### src/rtl/tlc_pkg.sv
// Shared encodings for the traffic light conflict monitor: lamp values, fault
// causes and the monitor state machine.
package tlc_pkg;

    localparam logic [2:0] RED    = 3'b100;
    localparam logic [2:0] YELLOW = 3'b010;
    localparam logic [2:0] GREEN  = 3'b001;
    localparam logic [2:0] OFF    = 3'b000;

    localparam logic [2:0] FAULT_NONE     = 3'd0;
    localparam logic [2:0] FAULT_CONFLICT = 3'd1;
    localparam logic [2:0] FAULT_INVALID  = 3'd2;
    localparam logic [2:0] FAULT_SEQUENCE = 3'd3;
    localparam logic [2:0] FAULT_STUCK    = 3'd4;

    typedef enum logic [1:0] {
        StInit,
        StMonitor,
        StFlash
    } state_e;

endpackage

### src/rtl/light_head_check.sv
// Per-head checker: remembers the last sampled value of one light bus and flags
// encoding validity, activity and an illegal green-to-red step.
module light_head_check
    import tlc_pkg::*;
(
    input  logic       clk,
    input  logic       rst,
    input  logic [2:0] light,
    output logic [2:0] prev,
    output logic       valid,
    output logic       active,
    output logic       green_to_red
);

    logic [2:0] prev_q;

    always_ff @(posedge clk or negedge rst) begin
        if (!rst) begin
            prev_q <= RED;
        end else begin
            prev_q <= light;
        end
    end

    assign prev         = prev_q;
    assign valid        = (light == RED) || (light == YELLOW) || (light == GREEN);
    assign active       = (light == YELLOW) || (light == GREEN);
    assign green_to_red = (prev_q == GREEN) && (light == RED);

endmodule

### src/rtl/light_conflict_monitor.sv
// Safety stage between the light controller and lamp drivers: registered
// pass-through of legal light sets, latched faults and a flashing fail-safe.
module light_conflict_monitor
    import tlc_pkg::*;
#(
    parameter int unsigned FILTER      = 2,
    parameter int unsigned STUCK_LIMIT = 32,
    parameter int unsigned FLASH_HALF  = 4,
    parameter int unsigned INIT_CYCLES = 4
) (
    input  logic       clk,
    input  logic       rst,
    input  logic [2:0] light_M1,
    input  logic [2:0] light_MT,
    input  logic [2:0] light_M2,
    input  logic [2:0] light_S,
    input  logic       clear_fault,
    output logic [2:0] out_M1,
    output logic [2:0] out_MT,
    output logic [2:0] out_M2,
    output logic [2:0] out_S,
    output logic       fault,
    output logic [2:0] fault_code
);

    localparam int unsigned FW = $clog2(FILTER + 1);
    localparam int unsigned SW = $clog2(STUCK_LIMIT + 1);
    localparam int unsigned HW = $clog2(FLASH_HALF + 1);
    localparam int unsigned IW = $clog2(INIT_CYCLES + 1);

    // Head index: 0 = M1, 1 = MT, 2 = M2, 3 = S.
    logic [3:0][2:0] lights, prevs, pass_q, pass_d, out_bus;
    logic [3:0]      valid, active, g2r;

    assign lights = {light_S, light_M2, light_MT, light_M1};

    for (genvar i = 0; i < 4; i++) begin : g_head
        light_head_check u_head (
            .clk          (clk),
            .rst          (rst),
            .light        (lights[i]),
            .prev         (prevs[i]),
            .valid        (valid[i]),
            .active       (active[i]),
            .green_to_red (g2r[i])
        );
    end

    logic conflict, invalid, cond, ok, seq_err, changed;

    assign conflict = (active[3] && (|active[2:0])) || (active[1] && active[2]);
    assign invalid  = !(&valid);
    assign cond     = conflict || invalid;
    assign ok       = !cond;
    assign seq_err  = |g2r;
    assign changed  = (lights != prevs);

    state_e        state_q, state_d;
    logic [FW-1:0] filt_q, filt_d;
    logic [SW-1:0] stuck_q, stuck_d;
    logic [HW-1:0] flash_q, flash_d, flash_inc;
    logic [IW-1:0] init_q, init_d, init_inc;
    logic          phase_q, phase_d;
    logic          fault_q, fault_d;
    logic [2:0]    code_q, code_d;

    assign flash_inc = flash_q + 1'b1;
    assign init_inc  = init_q + 1'b1;

    always_ff @(posedge clk or negedge rst) begin
        if (!rst) begin
            state_q <= StInit;
            filt_q  <= '0;
            stuck_q <= '0;
            flash_q <= '0;
            init_q  <= '0;
            phase_q <= 1'b0;
            fault_q <= 1'b0;
            code_q  <= FAULT_NONE;
            pass_q  <= {RED, RED, RED, RED};
        end else begin
            state_q <= state_d;
            filt_q  <= filt_d;
            stuck_q <= stuck_d;
            flash_q <= flash_d;
            init_q  <= init_d;
            phase_q <= phase_d;
            fault_q <= fault_d;
            code_q  <= code_d;
            pass_q  <= pass_d;
        end
    end

    always_comb begin
        state_d = state_q;
        filt_d  = '0;
        stuck_d = '0;
        flash_d = '0;
        init_d  = '0;
        phase_d = phase_q;
        fault_d = fault_q;
        code_d  = code_q;
        pass_d  = pass_q;
        unique case (state_q)
            StInit: begin
                pass_d = {RED, RED, RED, RED};
                if (init_inc == IW'(INIT_CYCLES)) begin
                    state_d = StMonitor;
                end else begin
                    init_d = init_inc;
                end
            end
            StMonitor: begin
                if (cond) begin
                    filt_d = (filt_q == FW'(FILTER)) ? filt_q : filt_q + 1'b1;
                end
                if (!changed) begin
                    stuck_d = (stuck_q == SW'(STUCK_LIMIT)) ? stuck_q : stuck_q + 1'b1;
                end
                if (ok) begin
                    pass_d = lights;
                end
                // Lowest fault code wins when several causes coincide.
                if (cond && (filt_d == FW'(FILTER))) begin
                    code_d = conflict ? FAULT_CONFLICT : FAULT_INVALID;
                end else if (seq_err) begin
                    code_d = FAULT_SEQUENCE;
                end else if (stuck_d == SW'(STUCK_LIMIT)) begin
                    code_d = FAULT_STUCK;
                end
                if (code_d != FAULT_NONE) begin
                    state_d = StFlash;
                    fault_d = 1'b1;
                    phase_d = 1'b1;
                end
            end
            StFlash: begin
                if (clear_fault && ok) begin
                    state_d = StInit;
                    fault_d = 1'b0;
                    code_d  = FAULT_NONE;
                end else if (flash_inc == HW'(FLASH_HALF)) begin
                    phase_d = !phase_q;
                end else begin
                    flash_d = flash_inc;
                end
            end
            default: state_d = StInit;
        endcase
    end

    always_comb begin
        out_bus = pass_q;
        unique case (state_q)
            StInit:  out_bus = {RED, RED, RED, RED};
            StFlash: out_bus = phase_q ? {RED, YELLOW, YELLOW, YELLOW} : {OFF, OFF, OFF, OFF};
            default: out_bus = pass_q;
        endcase
    end

    assign out_M1     = out_bus[0];
    assign out_MT     = out_bus[1];
    assign out_M2     = out_bus[2];
    assign out_S      = out_bus[3];
    assign fault      = fault_q;
    assign fault_code = code_q;

endmodule
### config.mk
export PLATFORM = sky130hd
export DESIGN_NAME = light_conflict_monitor
export DESIGN_NICKNAME = d
export VERILOG_FILES = /design/src/rtl/tlc_pkg.sv /design/src/rtl/light_head_check.sv /design/src/rtl/light_conflict_monitor.sv
export SDC_FILE = /design/constraint.sdc
export NUM_CORES = 1
export LEC_CHECK = 0
export BUFFER_PORTS_ARGS = -buffer_cell sky130_fd_sc_hd__buf_2
export CORE_MARGIN = 1
export CORE_UTILIZATION = 62
export DETAILED_ROUTE_END_ITERATION = 16
export PLACE_DENSITY_LB_ADDON = 0.3
export SYNTH_ARGS = -nofsm -noshare
export SYNTH_HDL_FRONTEND = slang
export SYNTH_SLANG_ARGS = --single-unit
### constraint.sdc
create_clock -name clk -period 5.7 [get_ports clk]
set_clock_uncertainty 0.1 [all_clocks]
set_input_delay 0.57 -clock clk [delete_from_list [all_inputs] [get_ports clk]]
set_output_delay 0.57 -clock clk [all_outputs]
set_load 0.05 [all_outputs]
==> impl_metrics.sql, run 1 <==
INSERT INTO impl_metrics (metric_group, metric, value, unit) VALUES
('cts', 'clock_insertion_delay_worst_skew', '300', 'ps'),
('drt', 'wl', '5.01', 'mm'),
('sta', 'final-setup-viol-count', '0', ''),
('synth', 'synthFlopType', 'dfrtp_1', ''),
('grt', 'groute.layer.met1.usage', '34.1', '%'),
('sta', 'finalWorstPathRequiredPeriod', '2640', 'ps'),
('placement', 'pre_cts_ws', '2950', 'ps'),
('pwr', 'p_total', '0.916', 'mW'),
('finish', 'final_net_count', '301', ''),
('floorplan', 'chipWidth', '65.9', 'µm'),
('pwr', 'p_int', '0.564', 'mW'),
('sta', 'timing.final.ws_setup', '3060', 'ps'),
('synth', 'syn-mean-instance-area', '9.98', 'µm²'),
('critical_path', 'cell_by_cell_listing_of_the_critical_path', 'nand2b_1 -> nor2_1 -> a21oi_1 -> buf_2', ''),
('synth', 'count_of_flip_flops_with_a_built_in_enable_after_synthesis', '0', ''),
('synth', 'post-synth-top-area-fraction', '36.5', '%'),
('status', 'run_status', 'finished clean', ''),
('critical_path', 'end_kind', 'output pin', ''),
('critical_path', 'timing.critical_path.arrival', '1970', 'ps'),
('pwr', 'power_switching', '0.352', 'mW'),
('cts', 'cts_tree', 'done', ''),
('drt', 'detailedRoute.firstIterationViolations', '81', ''),
('drt', 'wire_per_inst', '15.3', 'µm'),
('sta', 'grt_setup_unrepaired', 'no', ''),
('grt', 'grt_start_max_net_pins', '46', ''),
('sta', 'maxClockFrequency', '378', 'MHz'),
('placement', 'globalplace.congestion', '0.869', ''),
('grt', 'grt_first_pass_wirelength', '8.38', 'mm'),
('placement', 'portbufs', '30', ''),
('floorplan', 'die_h', '65.9', 'µm'),
('pwr', 'p_per_cell_area', '328', 'nW/µm²'),
('finish', 'final_non_filler_cell_total', '328', ''),
('pwr', 'switching_share', '38.4', '%'),
('synth', 'number_of_synthesis_warnings', '0', ''),
('drt', 'dr_drc_count', '0', ''),
('critical_path', 'timing.critical_path.slowest_stage_cell', 'dfrtp_1', ''),
('synth', 'synth.most_common_cell', 'dfrtp_1', ''),
('drt', 'ant_nets', '0', ''),
('finish', 'insertedDiodeCount', '0', ''),
('pwr', 'combinationalPowerShare', '30.6', '%'),
('placement', 'post-dp-hpwl', '3.52', 'mm'),
('grt', 'global_routing_met3_resource_utilization', '5.34', '%'),
('sta', 'setup_total_negative_slack', '0', 'ps'),
('floorplan', 'top_level_ports', '31', ''),
('cts', 'path_clk_slew', '90', 'ps'),
('synth', 'ys_ff_latch', '45', ''),
('grt', 'gr-total-overflow', '0', ''),
('cts', 'postCtsResizedCells', '0', ''),
('sta', 'period_utilization_post_route', '46.4', '%'),
('drt', 'drt_first_pass_iters', '4', ''),
('pwr', 'peakVddDrop', '0.284', 'mV'),
('sta', 'finalMaxSlewViolations', '0', ''),
('sta', 'slew-limit-headroom', '37.4', '%'),
('critical_path', 'cp-endpoint', 'out_S[2]', ''),
('grt', 'grtUsageTotal', '26.0', '%'),
('drt', 'viasPerCell', '5.96', ''),
('floorplan', 'design.die.area', '4350', 'µm²'),
('grt', 'antenna_found_initial', '0', ''),
('hold_path', 'worst_hold_path_type', 'input port to async pin', ''),
('critical_path', 'internal_reg_to_reg_setup_slack', '3480', 'ps'),
('cts', 'htree_levels', '2', ''),
('pwr', 'seqPwrFrac', '42.9', '%'),
('cts', 'tritoncts.num_buffers', '5', ''),
('critical_path', 'timing.reg2reg.worst_path_depth', '7', ''),
('placement', 'placed_cells_incl_taps', '320', ''),
('sta', 'hold_viol_final', '0', ''),
('cts', 'clk_root_buffer_cell', 'clkbuf_8', ''),
('floorplan', 'core_area', '3800', 'µm²'),
('synth', 'synth.cells.most_frequent', 'dfrtp_1, nor2_1, xor2_1', ''),
('grt', 'global_route.usage.met2', '42.0', '%'),
('job', 'max-cap-violations', '0', '');
[sequential cells by signal, summed over array words and instances (netlist names)]
register and count:
pass_q 12, state_q 2, g_head.u_head.prev 12, flash_q 3, filt_q 2, init_q 3
stuck_q 6, phase_q 1, fault 1, fault_code 3
[cell families after synthesis]
group	synth area share, %
simple gates	19.3
xor+xnor	8.64
fa+ha+maj	3.45
flops	44.8
compound gates	18.9
buf+inv	4.44
mux	0.395
[power groups by stage]
| stage | combinational [mW] | sequential (mW) | clock (mW) |
|---|---|---|---|
| floorplan | 0.208 | 0.403 | 0 |
| global placement | 0.276 | 0.399 | 0 |
| detailed placement | 0.280 | 0.399 | 0 |
| CTS | 0.282 | 0.394 | 0.244 |
| global route | 0.300 | 0.401 | 0.259 |
| finish | 0.280 | 0.393 | 0.243 |
[metal layers]
layer  vias up  part of all wire [%]
li1        956                     -
met1       950                    48
met5         -                     0
met3         6                   3.3
met4         0                   1.4
met2        44                    47
[cell type report]
cell class,instances,area (µm²)
multi-input combinational,185,1290
sequential,45,1140
fill,272,1010
timing repair buffer,30,150
clock buffer,5,68.8
tap,48,60.1
clock inverter,3,46.3
inverter,12,45.0
[worst max-delay path: cells and delay by family, from the launching register on]
family | cells | cell delay (ps)
flops | 1 | 900
simple gates | 2 | 360
buf+inv | 1 | 280
compound gates | 1 | 130
[cell usage in the layout, fill, tap and decap left out, types with 4 or more instances in the layout]
cell        n
dfrtp_1    37
buf_2      30
nor2_1     25
xor2_1     22
nand2_1    17
a22o_1     16
inv_1      12
a21oi_1     9
dfstp_2     8
nand4_1     7
nor2b_1     7
ha_1        7
and2_1      6
a22oi_1     5
clkbuf_8    5
nor4_1      4
nor3_1      4
a21o_1      4
o21ai_0     4
o2bb2ai_1   4
[worst min-delay path by stage]
stage,end
after global placement,init_q[0]
after detailed placement,init_q[0]
after floorplan,fault
final,stuck_q[0]
after global routing,g_head[0].u_head.prev[2]
after CTS,g_head[0].u_head.prev[2]
No activity file was read; power rests on OpenSTA's default activity.
==> inputs of run 2 (changes only) <==
Settings changed: CORE_UTILIZATION 62 to 52.
Clock period 5.7 ns to 2.15 ns, I/O delays scaled along.
==> impl_metrics.sql, run 2 (synthesis results as in run 1) <==
INSERT INTO impl_metrics (metric_group, metric, value, unit) VALUES
('sta', 'setup_total_negative_slack', '0', 'ps'),
('drt', 'viasPerCell', '5.72', ''),
('grt', 'grtUsageTotal', '23.1', '%'),
('sta', 'worst_pin_slew', '564', 'ps'),
('floorplan', 'top_level_ports', '31', ''),
('critical_path', 'category_of_cells_accounting_for_the_largest_share_of_critical_path_delay', 'compound AO/OA/AOI/OAI gates', ''),
('critical_path', 'cp-start-kind', 'flip-flop', ''),
('finish', 'drive_above_1_share', '27.2', '%'),
('drt', 'wire_per_inst', '15.7', 'µm'),
('cts', 'clkSinkCount', '45', ''),
('cts', 'post-cts-setup-buffers', '0', ''),
('pwr', 'p_int', '1.46', 'mW'),
('cts', 'cts_tree', 'done', ''),
('sta', 'period_utilization_post_route', '95.4', '%'),
('cts', 'htree_levels', '2', ''),
('drt', 'drt_first_pass_iters', '4', ''),
('grt', 'grt_first_pass_wirelength', '9.15', 'mm'),
('sta', 'maxClockFrequency', '487', 'MHz'),
('critical_path', 'end_kind', 'flip-flop', ''),
('cts', 'clk_root_buffer_cell', 'clkbuf_8', ''),
('drt', 'vias', '2037', ''),
('finish', 'finish.instance_area', '3020', 'µm²'),
('job', 'max-cap-violations', '0', ''),
('pwr', 'combinationalPowerShare', '33.4', '%'),
('cts', 'path_clk_slew', '80', 'ps'),
('pwr', 'power.static_leakage', '1.45', 'nW'),
('grt', 'via_count_of_the_first_global_routing_pass', '1944', ''),
('finish', 'top_library_cells_by_usage_in_the_layout_fill_and_taps_aside', 'dfrtp_1, buf_2, nor2_1', ''),
('sta', 'grt_setup_unrepaired', 'no', ''),
('drt', 'dr_drc_count', '0', ''),
('sta', 'finalWorstPathRequiredPeriod', '2050', 'ps'),
('finish', 'fill_cells', '394', ''),
('placement', 'portbufs', '30', ''),
('placement', 'placed_cells_incl_taps', '344', ''),
('critical_path', 'worst-path-max-fanout', '4', ''),
('sta', 'hold_viol_final', '0', ''),
('critical_path', 'timing.critical_path.slowest_stage_cell', 'dfrtp_1', ''),
('sta', 'final.hold.worst_slack', '19.1', 'ps'),
('floorplan', 'core_area', '4690', 'µm²'),
('pwr', 'seqPwrFrac', '42.7', '%'),
('finish', 'final_net_count', '323', ''),
('finish', 'layout.cells.most_common', 'dfrtp_1', ''),
('placement', 'dpl-instance-area', '2820', 'µm²'),
('sta', 'finalMaxSlewViolations', '0', ''),
('status', 'run_status', 'finished clean', ''),
('placement', 'post-dp-hpwl', '4.07', 'mm'),
('drt', 'detailedRoute.firstIterationViolations', '101', ''),
('pwr', 'power_switching', '0.939', 'mW'),
('cts', 'clock_insertion_delay_worst_skew', '300', 'ps'),
('grt', 'grt_start_max_net_pins', '46', ''),
('finish', 'multi_input_area', '1350', 'µm²'),
('finish', 'seq_area', '1140', 'µm²'),
('grt', 'gr-total-overflow', '0', ''),
('critical_path', 'critPathKind', 'flip-flop to flip-flop', ''),
('pwr', 'switching_share', '39.1', '%'),
('floorplan', 'design.die.area', '5160', 'µm²'),
('pwr', 'power_frac_clock', '23.9', '%'),
('cts', 'max-clock-path-buffers', '2', ''),
('critical_path', 'cp_peak_stage_delay', '420', 'ps'),
('cts', 'tritoncts.num_buffers', '5', ''),
('critical_path', 'cell_by_cell_listing_of_the_critical_path', 'ha_2 -> buf_4 -> and3b_1 -> o211a_1 -> o22ai_2 -> o2111ai_2 -> nor2_1 -> o21ai_0', ''),
('finish', 'final_non_filler_cell_total', '356', ''),
('hold_path', 'worst_hold_path_type', 'input port to flip-flop', ''),
('critical_path', 'timing.critical_path.arrival', '2120', 'ps'),
('floorplan', 'chipWidth', '71.8', 'µm'),
('sta', 'slew-limit-headroom', '62.4', '%'),
('grt', 'antenna_found_initial', '0', ''),
('finish', 'flow.area_growth_from_synthesis', '19.2', '%'),
('placement', 'globalplace.congestion', '0.803', ''),
('sta', 'final-setup-viol-count', '0', ''),
('finish', 'insertedDiodeCount', '0', ''),
('floorplan', 'die_h', '71.8', 'µm'),
('critical_path', 'worst_ep_required_time', '2220', 'ps'),
('pwr', 'p_per_cell_area', '795', 'nW/µm²'),
('pwr', 'peakVddDrop', '0.609', 'mV'),
('drt', 'ant_nets', '0', ''),
('floorplan', 'effective_utilization_at_floorplan', '54.0', '%'),
('drt', 'wl', '5.58', 'mm'),
('floorplan', 'floorplan.rows', '25', ''),
('critical_path', 'cp.buffers_inverters', '1', '');
[run 2: cell types whose count changed in the layout (fill, tap and decap cells not counted), sizes merged]
cell	previous run	this run
dlygate4sd3	0	4
bufinv	1	0
buf	30	48
clkbuf	5	7
clkinvlp	1	0
[run 2: worst paths after layout]
path | depth (start not counted) | to | slack, ps | from
setup / recovery | 8 | fault | 100 | stuck_q[0]
hold / removal | 1 | g_head[3].u_head.prev[0] | 20 | light_S[0]
max in group asynchronous | 3 | g_head[0].u_head.prev[2] | 1130 | rst
min in group asynchronous | 3 | stuck_q[4] | 420 | rst
hold reg to reg | 1 | flash_q[0] | 380 | flash_q[0]
setup reg to reg | 8 | fault | 100 | stuck_q[0]
[run 2: cell type report]
cell class	count	area share (%)
Timing Repair Buffer	52	10.8
Inverter	12	1.49
Sequential cell	45	37.6
Clock buffer	7	3.19
Tap cell	54	2.24
Multi-Input combinational cell	185	44.6
Clock inverter	1	0.166
[run 2: layer usage]
metal  vias up  track usage, %  wire, µm
met3         7            4.64       159
met1       996            30.3      2590
met2        39            38.3      2730
met4         0            7.84        95
met5         -               0         0
li1        995               -         -
[run 2: what timing repair did]
| item | in CTS | in global routing |
|---|---|---|
| pin swaps | 1 | 3 |
| resized for setup | 4 | 10 |
| hold buffers | 4 | 0 |
| hold endpoints to repair | 40 | 0 |
| endpoints found under the setup margin | 4 | 7 |
[run 2: through the flow]
step                      worst slack (ps)  power, mW  utilization [%]
after detailed placement             -51.3       1.83             60.1
after global routing                  2.38       2.51             64.4
final                                 98.5       2.40             64.4
after global placement               -1.03       1.81             60.1
after CTS                             12.7       2.41             63.4
after floorplan                        151       1.62                -
[run 2: power by group through the flow]
stage | clock network [mW] | logic [mW] | registers (mW)
after floorplan | 0 | 0.552 | 1.07
after global placement | 0 | 0.779 | 1.04
after detailed placement | 0 | 0.788 | 1.04
after CTS | 0.587 | 0.798 | 1.02
after global routing | 0.619 | 0.860 | 1.03
final | 0.574 | 0.801 | 1.03
